[src/rtl/pacman_pkg.sv]
// Shared definitions for the Pac-Man sprite pipeline: direction codes,
// frame-sequencer state encoding and sprite geometry.
package pacman_pkg;

    // Direction codes as seen by the bitmap ROM
    localparam logic [1:0] DIR_UP    = 2'd0;
    localparam logic [1:0] DIR_LEFT  = 2'd1;
    localparam logic [1:0] DIR_DOWN  = 2'd2;
    localparam logic [1:0] DIR_RIGHT = 2'd3;

    // Sprite bounding box edge length in pixels
    localparam int SPRITE_SIZE = 16;

    // Beam / position coordinate width
    localparam int COORD_W = 9;

    // Per-frame update sequence
    typedef enum logic [1:0] {
        ST_IDLE  = 2'd0,
        ST_TURN  = 2'd1,
        ST_CHECK = 2'd2,
        ST_MOVE  = 2'd3
    } seq_state_e;

endpackage

[src/rtl/sprite_window.sv]
// Combinational hit test of the beam position against a 16x16 sprite box.
// Differences are taken mod 2^9, so pixels left of / above the box wrap to
// large values and fall outside; the box itself never wraps on screen.
module sprite_window
    import pacman_pkg::*;
(
    input  logic [COORD_W-1:0] hpos,
    input  logic [COORD_W-1:0] vpos,
    input  logic [COORD_W-1:0] pos_x,
    input  logic [COORD_W-1:0] pos_y,
    output logic [3:0]         dx,
    output logic [3:0]         dy,
    output logic               active
);

    logic [COORD_W-1:0] diff_x;
    logic [COORD_W-1:0] diff_y;

    // Offset of the beam from the sprite corner and the inside-box test
    always_comb begin
        diff_x = hpos - pos_x;
        diff_y = vpos - pos_y;
        dx     = diff_x[3:0];
        dy     = diff_y[3:0];
        active = (diff_x < COORD_W'(SPRITE_SIZE)) && (diff_y < COORD_W'(SPRITE_SIZE));
    end

endmodule

[src/rtl/pacman_sprite_sequencer.sv]
// Frame-level Pac-Man sprite controller: once per frame applies a buffered
// joystick turn, consults the maze for blocking, moves the sprite one pixel
// and steps the chomp animation; every cycle it produces registered
// bitmap-ROM addressing for the scan-out beam.
module pacman_sprite_sequencer
    import pacman_pkg::*;
#(
    parameter int ANIM_PERIOD = 8,
    parameter int START_X     = 112,
    parameter int START_Y     = 184,
    parameter int X_WRAP      = 256,
    parameter int Y_MAX       = 224
) (
    input  logic               clk,
    input  logic               reset_n,
    input  logic               vsync,
    input  logic [COORD_W-1:0] hpos,
    input  logic [COORD_W-1:0] vpos,
    input  logic               enable,
    input  logic [1:0]         dirReq,
    input  logic               dirReqValid,
    input  logic               blocked,
    output logic [1:0]         direction,
    output logic               animState,
    output logic [3:0]         yin,
    output logic [3:0]         xin,
    output logic               spriteActive,
    output logic [COORD_W-1:0] posX,
    output logic [COORD_W-1:0] posY,
    output logic               frameDone
);

    // A period of 1 still needs a one-bit counter that sits at zero
    localparam int                 CNT_W     = (ANIM_PERIOD > 1) ? $clog2(ANIM_PERIOD) : 1;
    localparam logic [CNT_W-1:0]   ANIM_LAST = CNT_W'(ANIM_PERIOD - 1);
    localparam logic [COORD_W-1:0] X_LAST    = COORD_W'(X_WRAP - 1);
    localparam logic [COORD_W-1:0] Y_LIMIT   = COORD_W'(Y_MAX);
    localparam logic [COORD_W-1:0] X_RESET   = COORD_W'(START_X);
    localparam logic [COORD_W-1:0] Y_RESET   = COORD_W'(START_Y);

    // Sequencer state
    seq_state_e         state_q, state_d;
    logic [1:0]         dir_q, dir_d;
    logic [1:0]         prev_dir_q, prev_dir_d;
    logic               turned_q, turned_d;
    logic               no_move_q, no_move_d;
    logic [COORD_W-1:0] pos_x_q, pos_x_d;
    logic [COORD_W-1:0] pos_y_q, pos_y_d;
    logic               anim_q, anim_d;
    logic [CNT_W-1:0]   anim_cnt_q, anim_cnt_d;
    logic               frame_done_q, frame_done_d;

    // Pending turn buffer
    logic               pend_valid_q, pend_valid_d;
    logic [1:0]         pend_dir_q, pend_dir_d;
    logic               pend_clr;

    // Scan addressing
    logic               active_q, active_d;
    logic [3:0]         xin_q, xin_d;
    logic [3:0]         yin_q, yin_d;
    logic [3:0]         win_dx;
    logic [3:0]         win_dy;
    logic               win_active;

    // Candidate results of a one-pixel move and one animation step
    logic [COORD_W-1:0] step_x;
    logic [COORD_W-1:0] step_y;
    logic [CNT_W-1:0]   step_cnt;
    logic               step_anim;

    // Next position in the current direction (tunnel wrap on x, clamp on y)
    // and the next chomp-animation counter/phase
    always_comb begin
        step_x = pos_x_q;
        step_y = pos_y_q;
        case (dir_q)
            DIR_UP:    step_y = (pos_y_q == '0) ? '0 : pos_y_q - COORD_W'(1);
            DIR_LEFT:  step_x = (pos_x_q == '0) ? X_LAST : pos_x_q - COORD_W'(1);
            DIR_DOWN:  step_y = (pos_y_q >= Y_LIMIT) ? Y_LIMIT : pos_y_q + COORD_W'(1);
            default:   step_x = (pos_x_q >= X_LAST) ? '0 : pos_x_q + COORD_W'(1);
        endcase
        if (anim_cnt_q == ANIM_LAST) begin
            step_cnt  = '0;
            step_anim = ~anim_q;
        end else begin
            step_cnt  = anim_cnt_q + CNT_W'(1);
            step_anim = anim_q;
        end
    end

    // Frame update sequence: IDLE -> TURN -> CHECK -> MOVE -> IDLE
    always_comb begin
        state_d      = state_q;
        dir_d        = dir_q;
        prev_dir_d   = prev_dir_q;
        turned_d     = turned_q;
        no_move_d    = no_move_q;
        pos_x_d      = pos_x_q;
        pos_y_d      = pos_y_q;
        anim_d       = anim_q;
        anim_cnt_d   = anim_cnt_q;
        frame_done_d = 1'b0;
        pend_clr     = 1'b0;
        case (state_q)
            ST_IDLE: begin
                if (vsync) begin
                    if (enable) begin
                        state_d = ST_TURN;
                    end else begin
                        frame_done_d = 1'b1;
                    end
                end
            end
            ST_TURN: begin
                turned_d  = 1'b0;
                no_move_d = 1'b0;
                if (pend_valid_q) begin
                    if (pend_dir_q != dir_q) begin
                        prev_dir_d = dir_q;
                        dir_d      = pend_dir_q;
                        turned_d   = 1'b1;
                    end else begin
                        pend_clr = 1'b1;
                    end
                end
                state_d = ST_CHECK;
            end
            ST_CHECK: begin
                if (blocked) begin
                    // A blocked turn is undone but stays pending for a retry
                    no_move_d = 1'b1;
                    if (turned_q) begin
                        dir_d = prev_dir_q;
                    end
                end else if (turned_q) begin
                    pend_clr = 1'b1;
                end
                state_d = ST_MOVE;
            end
            default: begin
                if (no_move_q) begin
                    // Standing still shows the closed mouth
                    anim_d = 1'b1;
                end else begin
                    pos_x_d    = step_x;
                    pos_y_d    = step_y;
                    anim_d     = step_anim;
                    anim_cnt_d = step_cnt;
                end
                frame_done_d = 1'b1;
                state_d      = ST_IDLE;
            end
        endcase
    end

    // Pending request: a new joystick strobe wins over a same-cycle clear
    always_comb begin
        pend_valid_d = pend_valid_q;
        pend_dir_d   = pend_dir_q;
        if (dirReqValid) begin
            pend_valid_d = 1'b1;
            pend_dir_d   = dirReq;
        end else if (pend_clr) begin
            pend_valid_d = 1'b0;
        end
    end

    sprite_window u_window (
        .hpos   (hpos),
        .vpos   (vpos),
        .pos_x  (pos_x_q),
        .pos_y  (pos_y_q),
        .dx     (win_dx),
        .dy     (win_dy),
        .active (win_active)
    );

    // ROM address for the current beam pixel, zero outside the sprite box
    always_comb begin
        active_d = win_active;
        xin_d    = win_active ? win_dx : 4'd0;
        yin_d    = win_active ? win_dy : 4'd0;
    end

    // Sequencer registers
    always_ff @(posedge clk or negedge reset_n) begin
        if (!reset_n) begin
            state_q      <= ST_IDLE;
            dir_q        <= DIR_LEFT;
            prev_dir_q   <= DIR_LEFT;
            turned_q     <= 1'b0;
            no_move_q    <= 1'b0;
            pos_x_q      <= X_RESET;
            pos_y_q      <= Y_RESET;
            anim_q       <= 1'b0;
            anim_cnt_q   <= '0;
            frame_done_q <= 1'b0;
        end else begin
            state_q      <= state_d;
            dir_q        <= dir_d;
            prev_dir_q   <= prev_dir_d;
            turned_q     <= turned_d;
            no_move_q    <= no_move_d;
            pos_x_q      <= pos_x_d;
            pos_y_q      <= pos_y_d;
            anim_q       <= anim_d;
            anim_cnt_q   <= anim_cnt_d;
            frame_done_q <= frame_done_d;
        end
    end

    // Pending buffer registers
    always_ff @(posedge clk or negedge reset_n) begin
        if (!reset_n) begin
            pend_valid_q <= 1'b0;
            pend_dir_q   <= DIR_UP;
        end else begin
            pend_valid_q <= pend_valid_d;
            pend_dir_q   <= pend_dir_d;
        end
    end

    // Scan addressing registers (one cycle behind hpos/vpos)
    always_ff @(posedge clk or negedge reset_n) begin
        if (!reset_n) begin
            active_q <= 1'b0;
            xin_q    <= 4'd0;
            yin_q    <= 4'd0;
        end else begin
            active_q <= active_d;
            xin_q    <= xin_d;
            yin_q    <= yin_d;
        end
    end

    assign direction    = dir_q;
    assign animState    = anim_q;
    assign posX         = pos_x_q;
    assign posY         = pos_y_q;
    assign frameDone    = frame_done_q;
    assign spriteActive = active_q;
    assign xin          = xin_q;
    assign yin          = yin_q;

endmodule

[config.mk]
export PLATFORM = sky130hd
export DESIGN_NAME = pacman_sprite_sequencer
export DESIGN_NICKNAME = d
export VERILOG_FILES = /design/src/rtl/pacman_pkg.sv /design/src/rtl/sprite_window.sv /design/src/rtl/pacman_sprite_sequencer.sv
export SDC_FILE = /design/constraint.sdc
export NUM_CORES = 1
export LEC_CHECK = 0
export ABC_CLOCK_PERIOD_IN_PS = 3200
export CORE_MARGIN = 2
export CORE_UTILIZATION = 35
export CTS_CLUSTER_SIZE = 24
export DETAILED_ROUTE_END_ITERATION = 12
export MAX_ROUTING_LAYER = met4
export SLEW_MARGIN = 20
export SYNTH_ARGS = -nofsm -noshare
export SYNTH_HDL_FRONTEND = slang
export SYNTH_SLANG_ARGS = --single-unit
[constraint.sdc]
create_clock -name clk -period 3.2 [get_ports clk]
set_clock_uncertainty 0.05 [all_clocks]
set_input_delay 0.48 -clock clk [delete_from_list [all_inputs] [get_ports clk]]
set_output_delay 0.48 -clock clk [all_outputs]
set_load 0.01 [all_outputs]
# --- Word level (Yosys, flattened, before mapping) ---
# Index checks and enable logic that the tools add are counted.
word_totals:
  register_bits: 43
  input_bits: 26
  output_inout_bits: 31
classes:
  addsub: 7
  n_lt_le_gt_ge: 4
  n_eq_ne: 12
  mux: 33
  bitwise: 4
  n_reduce_logical: 20
ops:
  columns: ["cell", "count"]
  rows:
  - ["$mux W9", 4]
  - ["$pmux W9 S2", 2]
  - ["$add A9 B1 Y9 const B", 2]
  - ["$ge A9 B8 Y1 const B", 2]
  - ["$logic_not A9 Y1", 2]
  - ["$lt A9 B5 Y1 const B", 2]
  - ["$sub A9 B1 Y9 const B", 2]
  - ["$sub A9 B9 Y9", 2]
  - ["$mux W1", 13]
  - ["$mux W2", 6]
  - ["$ne A2 B2 Y1 const B", 6]
  - ["$reduce_and A3 Y1", 3]
  - ["$mux W4", 2]
  - ["$reduce_and A2 Y1", 4]
  - ["$reduce_bool A2 Y1", 4]
  - ["$pmux W1 S2", 3]
  - ["$pmux W2 S3", 1]
  - ["$reduce_and A5 Y1", 1]
  - ["$eq A2 B1 Y1 const B", 2]
  - ["$eq A2 B2 Y1 const B", 2]
  - ["$logic_not A2 Y1", 2]
  - ["$not A1 Y1", 4]
  - ["$pmux W2 S2", 1]
  - ["$reduce_or A2 Y1", 2]
  - ["other kinds (6)", 6]

# --- Logic depth before layout (Yosys ltp) ---
# Gate-level depths: netlist of run 1.
depth:
  word_depth: 6
  ltp_mapped: 11

# --- Hierarchy ---
# Synthesis of run 1 repeated with hierarchy kept, for this count alone.
unflattened:
  hier_cells: 418
  area_unflattened_um2: 3545.9
by_module_without_submodules:
  columns: ["mod", "instances", "cells_each", "area_per_inst_um2", "seq_area_each_um2"]
  rows:
  - ["pacman_sprite_sequencer", 1, 292, 2640.0, 1087.3]
  - ["sprite_window", 1, 126, 905.9, 0.0]

# --- Least setup slack after synthesis of run 1 ---
# Ideal clock, no wire load.
synth_timing:
  kind: "in2reg"
  from: "input vpos[0]"
  to: "register yin_q[3], in the netlist yin[3]"
  setup_time_ns: 0.097
  t_arrival_ns: 2.488
  required_time_ns: 3.053
  path_slack_ns: 0.565
  path_stages: 9
  cell_sequence: "inv_1 -> ha_1 -> fa_1 -> and2b_1 -> o22a_1 -> a2bb2o_1 -> nor4_4 -> nand4_4 -> nor4b_2"
synth_between:
  elab_chain_cells: 4
synth_rtl:
  columns: ["item", "line_no", "text"]
  rows:
  - ["from (decl)", "pacman_sprite_sequencer.sv:18", "input logic [COORD_W-1:0] vpos,"]
  - ["$sub A9 B9 Y9 (*)", "sprite_window.sv:22", "diff_y = vpos - pos_y;"]
  - ["$lt A9 B5 Y1", "sprite_window.sv:25", "active = (diff_x < COORD_W'(SPRITE_SIZE)) && (diff_y < COORD_W'(SPRITE_SIZE));"]
  - ["$logic_and A1 B1 Y1", "sprite_window.sv:25", null]
  - ["$mux W4 (*)", "pacman_sprite_sequencer.sv:183", "yin_d = win_active ? win_dy : 4'd0;"]
  - ["via yin_d[3]", "pacman_sprite_sequencer.sv:61", "logic [3:0] yin_q, yin_d;"]
  - ["to (signal assigned)", "pacman_sprite_sequencer.sv:233", "yin_q <= yin_d;"]
  - ["to (decl)", "pacman_sprite_sequencer.sv:61", null]
# The timed path passes the listed nets; every way through them passes the cells marked *.
# A chain may end at the register's enable or synchronous reset.

# --- Worst setup path after layout of run 1 ---
layout_timing:
  from: "input vpos[0]"
  to: "register xin_q[3], in the netlist xin[3]"
layout_between:
  elab_chain_cells: 4
layout_rtl:
  columns: ["item", "line_no", "text"]
  rows:
  - ["$sub A9 B9 Y9", "sprite_window.sv:22", null]
  - ["$lt A9 B5 Y1", "sprite_window.sv:25", null]
  - ["$logic_and A1 B1 Y1", "sprite_window.sv:25", null]
  - ["$mux W4", "pacman_sprite_sequencer.sv:182", "xin_d = win_active ? win_dx : 4'd0;"]
  - ["via xin_d[3]", "pacman_sprite_sequencer.sv:60", "logic [3:0] xin_q, xin_d;"]
  - ["to (signal assigned)", "pacman_sprite_sequencer.sv:232", "xin_q <= xin_d;"]
  - ["to (decl)", "pacman_sprite_sequencer.sv:60", null]
# The timed path passes the listed nets, and every way through them passes these cells.

==> results of run 1 <==
==> cell usage after synthesis (4+ instances only) <==
master	count	area, um2
a21oi_1	34	170
dfrtp_1	34	851
inv_1	31	116
o21ai_0	29	145
nand2_1	28	105
ha_1	27	338
nor2_1	27	101
nor3_1	13	65.1
nand3_1	10	50.1
dfstp_2	9	236
mux2i_1	8	80.1
nand2b_1	8	50.1
nor2b_1	8	50.1
a31oi_1	7	43.8
clkbuf_1	7	26.3
mux2_2	6	67.6
xnor2_1	6	52.6
nand4_1	5	31.3
o31ai_1	5	37.5
a22oi_1	4	30.0
o21a_1	4	30.0
o22ai_1	4	25.0
==> metrics by stage <==
| stage | power [uW] | setup WS [ps] | hold slack, ps | cell area, um2 |
|---|---|---|---|---|
| after floorplan | 2560 | 565 | 134 | 3240 |
| after global placement | 3250 | 38.5 | 417 | 3960 |
| after detailed placement | 3280 | -19.9 | 418 | 3960 |
| after CTS | 3670 | 314 | 337 | 4050 |
| after global routing | 4010 | 173 | 159 | 4050 |
| final | 3660 | 325 | 110 | 4050 |
==> final timing paths <==
path | start | endpoint | slack [ps] | cells after the start
setup / recovery | vpos[0] | xin[3] | 320 | 10
hold / removal | reset_n | pend_dir_q[1] | 110 | 1
setup reg to reg | posY[0] | xin[3] | 480 | 8
hold reg to reg | pend_valid_q | pend_valid_q | 440 | 1
max in group asynchronous | reset_n | direction[0] | 2610 | 1
min in group clk | pend_valid_q | pend_valid_q | 440 | 1
==> layer usage <==
metal	wire length [um]	up-vias	part of all wire, %
met4	77	0	0.99
met1	3620	1384	46
met5	0	-	0
met3	333	5	4.3
met2	3780	57	48
li1	-	1473	-
==> final cells by class <==
type	instances	area, um2	share of cell area (%)
well taps	111	139	3.43
repair buffers	65	626	15.4
clock buffers	5	68.8	1.70
clock inverters	3	23.8	0.587
inverters	31	116	2.87
multi-input cells	288	1990	49.1
flip-flops and latches	43	1090	26.8
==> power by group through the flow <==
stage / Combinational (uW) / Sequential (uW) / Clock, uW
floorplan: 1540 / 1010 / 0
global placement: 2190 / 1060 / 0
detailed placement: 2220 / 1060 / 0
CTS: 2230 / 1050 / 387
global route: 2510 / 1090 / 410
finish: 2230 / 1050 / 375
==> cell families after synthesis <==
logic type               count (synthesis)  synth area share (%)
multiplexers                            14                  4.56
adder cells (fa/ha/maj)                 29                  11.7
AND/OR/NAND/NOR                        124                  21.0
AO/OA/AOI/OAI                          111                  21.3
buffers and inverters                   41                  4.87
XOR/XNOR                                10                  2.94
flip-flops                              43                  33.6
==> state kept, by name, summed over array words and instances (netlist names) <==
signal and cells:
animState 1, prev_dir_q 2, xin 4, posY 9, spriteActive 1, yin 4, turned_q 1, direction 2
state_q 2, posX 9, frameDone 1, anim_cnt_q 3, pend_valid_q 1, no_move_q 1, pend_dir_q 2
==> results.cfg, run 1 <==
[clock_tree]
cts.path.max_buffers = 2
cts_buffers = 5
cts_resized = 0
tritoncts = done
root_buffer = clkbuf_8
numClockSinks = 43
clk_latency_ps = 310
cts_hold_buf = 0
clkSlewWorstSetupHoldPaths_ps = 100
cts-htree-levels = 2
cts_setup_buffers = 0

[global_routing]
grt_pass1_wl_um = 13200
grt_use_met3_pct = 3.06
grtUsageTotal_pct = 16.6
grt_max_degree = 44
global_route.overflow_total = 0
antenna_found_initial = 0
grt_util_met2_pct = 26.9
gr-max-usage-layer = met2
first_global_vias = 2762
grt_use_met1_pct = 21.7

[worst_setup_path]
crit_arrival_ps = 3040
cp_slowest_cell = clkdlybuf4s50_1
cp_max_fo = 9
crit_type = in2reg
crit_chain = clkdlybuf4s50_1, inv_1, ha_1, fa_1, and2b_1, o22a_1, a2bb2o_1, nor4_4, nand4_4, nor4_2
cp-end-kind = flip-flop
max_stage_delay_ps = 450
critPathRequiredTime_ps = 3370
critPathTopFamily = simple AND/OR/NAND/NOR gates
start_kind = input pin
worst-path-buf-inv = 2

[pwr]
seqPwrFrac_pct = 28.8
swShare_pct = 46.5
pwr-share-comb_pct = 61.0
p_int_uw = 1950
p_sw_uw = 1700
leakagePower_uw = 0.00170
p_per_area_nw_per_um2 = 902
ir_drop_v = 0.000382
p_clk_share_pct = 10.3

[timing]
rsz0062_at_grt = false
slew-limit-headroom_pct = 54.2
drv_slew = 0
fin_crit_ps = 2880
tightestPinTransition_ps = 681
max_freq_mhz = 348
finalHoldViolations = 0
setup_viol = 0
period_share_pct = 89.9
tns_ps = 0

[cells_and_area]
drive_gt1_share_pct = 10.6
fin_util_pct = 44.5
final_nets = 489
final_cells = 546
fill_cells = 903
final_common_cell = clkdlybuf4s50_1
mostFrequentLayoutCells = clkdlybuf4s50_1, a21oi_1, dfrtp_1
syn2layout_area_growth_pct = 25.2
diodes = 0

[synth]
yosysWarnings = 0
syn_nets = 427
synth_flop_cell = dfrtp_1
synth_edf_count = 0
synthCells = 372
ys_seq_elements = 43
netlist_area_um2 = 3240
synthArstFlopShare_pct = 100
synth.distinct_cells = 59
synth-seq-area-share_pct = 33.6
syn_avg_cell_area_um2 = 8.70

[routing]
first_pass_iters = 4
ant_nets = 0
routed_wl_um = 7810
drc = 0
wl_per_cell_um = 14.3
viasPerCell = 5.35
dr.first_iter.drc_count = 193
vias = 2919

[place]
routabilityCongestion = 0.882
hpwl_um = 5920
portBuffers = 56
placed_cells = 538

[die]
die_w_um = 100
ios = 57
die_y_um = 100
coreArea_um2 = 9110
initial_utilization_pct = 35.5
rows = 35
die_area_um2 = 10000

[outcome]
outcome = completed

[worst_hold_path]
min_path_type = in2async

[run]
cap_violations = 0
No activity file was read; power rests on OpenSTA's default activity.
==> run 2, diff against run 1 <==
- HOLD_SLACK_MARGIN: default -> 0.08
- REMOVE_ABC_BUFFERS: default -> 1
==> run 2 against run 1 <==
Routed wire length rose by 2.6%. Maximum frequency is 1.4% lower. Critical path type unchanged. Total power is 2.5% higher. Core utilization rose by 0.23 points. Sequential power about the same. Cell area up 0.53%. Critical path depth did not move. Global-route usage grew 0.36 points. Die area stayed put. Highest routed layer unchanged. Combinational power barely moved. Critical endpoint unchanged. Register-to-register slack worse by 50 ps. Non-clock buffer count down 1.
==> results.cfg, run 2 (synthesis results as in run 1) <==
[worst_setup_path]
crit_arrival_ps = 3080
r2r_slack_ps = 430
rr_worst_depth = 8
start_kind = input pin
crit_type = in2reg
critPathRequiredTime_ps = 3360
r2r-start = posY[0]
crit_path_end = xin[3]
cp-end-kind = flip-flop
cp_max_fo = 9
crit_start = vpos[0]
r2r_end = xin[3]

[timing]
period_share_pct = 91.1
whs_ps = 125
tns_ps = 0
max_freq_mhz = 343
fin_crit_ps = 2920
rsz0062_at_grt = false
slew-limit-headroom_pct = 61.2
setup_viol = 0
finalHoldViolations = 0
tightestPinTransition_ps = 576
drv_slew = 0

[pwr]
p_per_area_nw_per_um2 = 920
leakagePower_uw = 0.00172
ir_drop_v = 0.000349

[cells_and_area]
final_nets = 488
diodes = 0
fill_cells = 912
final_common_cell = clkdlybuf4s50_1
drive_gt1_share_pct = 10.4
fin_area_um2 = 4070
seqCellArea_um2 = 1090
mostFrequentLayoutCells = clkdlybuf4s50_1, a21oi_1, dfrtp_1
multiInputGateArea_um2 = 1990
final_cells = 545
syn2layout_area_growth_pct = 25.9

[clock_tree]
clkSlewWorstSetupHoldPaths_ps = 90
cts.path.max_buffers = 2
cts_setup_buffers = 0
tritoncts = done
root_buffer = clkbuf_8
cts_hold_buf = 0
cts_resized = 0
numClockSinks = 43
cts_buffers = 5
cts-htree-levels = 2
clk_latency_ps = 300

[die]
die_area_um2 = 10000
ios = 57
coreArea_um2 = 9110
rows = 35
die_w_um = 100
die_y_um = 100
initial_utilization_pct = 35.5

[routing]
ant_nets = 0
vias = 2949
wl_per_cell_um = 14.7
dr.first_iter.drc_count = 163
drc = 0
viasPerCell = 5.41
first_pass_iters = 4
routed_wl_um = 8020

[global_routing]
grt_max_degree = 44
grtUsageTotal_pct = 16.9
global_route.overflow_total = 0
antenna_found_initial = 0
first_global_vias = 2903
grt_pass1_wl_um = 13600

[outcome]
outcome = completed

[place]
routabilityCongestion = 0.885
hpwl_um = 6190
placed_cells = 537
portBuffers = 56
dpl_cell_area_um2 = 3950

[worst_hold_path]
min_path_type = in2async

[run]
cap_violations = 0
-- run 2: layout make-up --
| type | instances | share of cell area (%) |
|---|---|---|
| clock buffers | 6 | 2.03 |
| inverters | 31 | 2.86 |
| well taps | 111 | 3.41 |
| flip-flops and latches | 43 | 26.7 |
| clock inverters | 2 | 0.952 |
| multi-input cells | 288 | 48.9 |
| repair buffers | 64 | 15.2 |
-- run 2: worst min path at each step --
stage	cells past startpoint	endpoint
floorplan	0	animState
global placement	1	pend_valid_q
detailed placement	2	prev_dir_q[1]
CTS	1	xin[1]
global route	1	direction[1]
finish	1	xin[0]
-- run 2: critical path, stage by stage --
cell and delay (ps):
clkdlybuf4s50_1 450, inv_1 40, ha_1 210, fa_1 380, and2b_1 250, o22a_1 170, a2bb2o_1 310, nor4_4 260
nand4_4 210, nor4_2 300
-- run 2: power by group --
part	switching [uW]	total [uW]	internal (uW)
Clock	204	461	257
Sequential	300	1070	772
Combinational	1190	2210	1020
Total	1700	3750	2050
-- run 2: per-layer routing --
metal,track usage (%),up-vias,wire [um]
met3,2.86,8,312
met4,4.32,0,99
met2,27.8,66,3850
met5,-,-,0
li1,-,1470,-
met1,21.8,1405,3750
-- run 2: metrics by stage --
stage          setup slack (ps)  util [%]  power [uW]
2_1_floorplan               565         -        2530
3_3_place_gp              -3.74      43.4        3270
3_5_place_dp              -60.5      43.4        3290
4_1_cts                     268      44.7        3770
5_1_grt                    68.7      44.7        4090
6_report                    284      44.7        3750
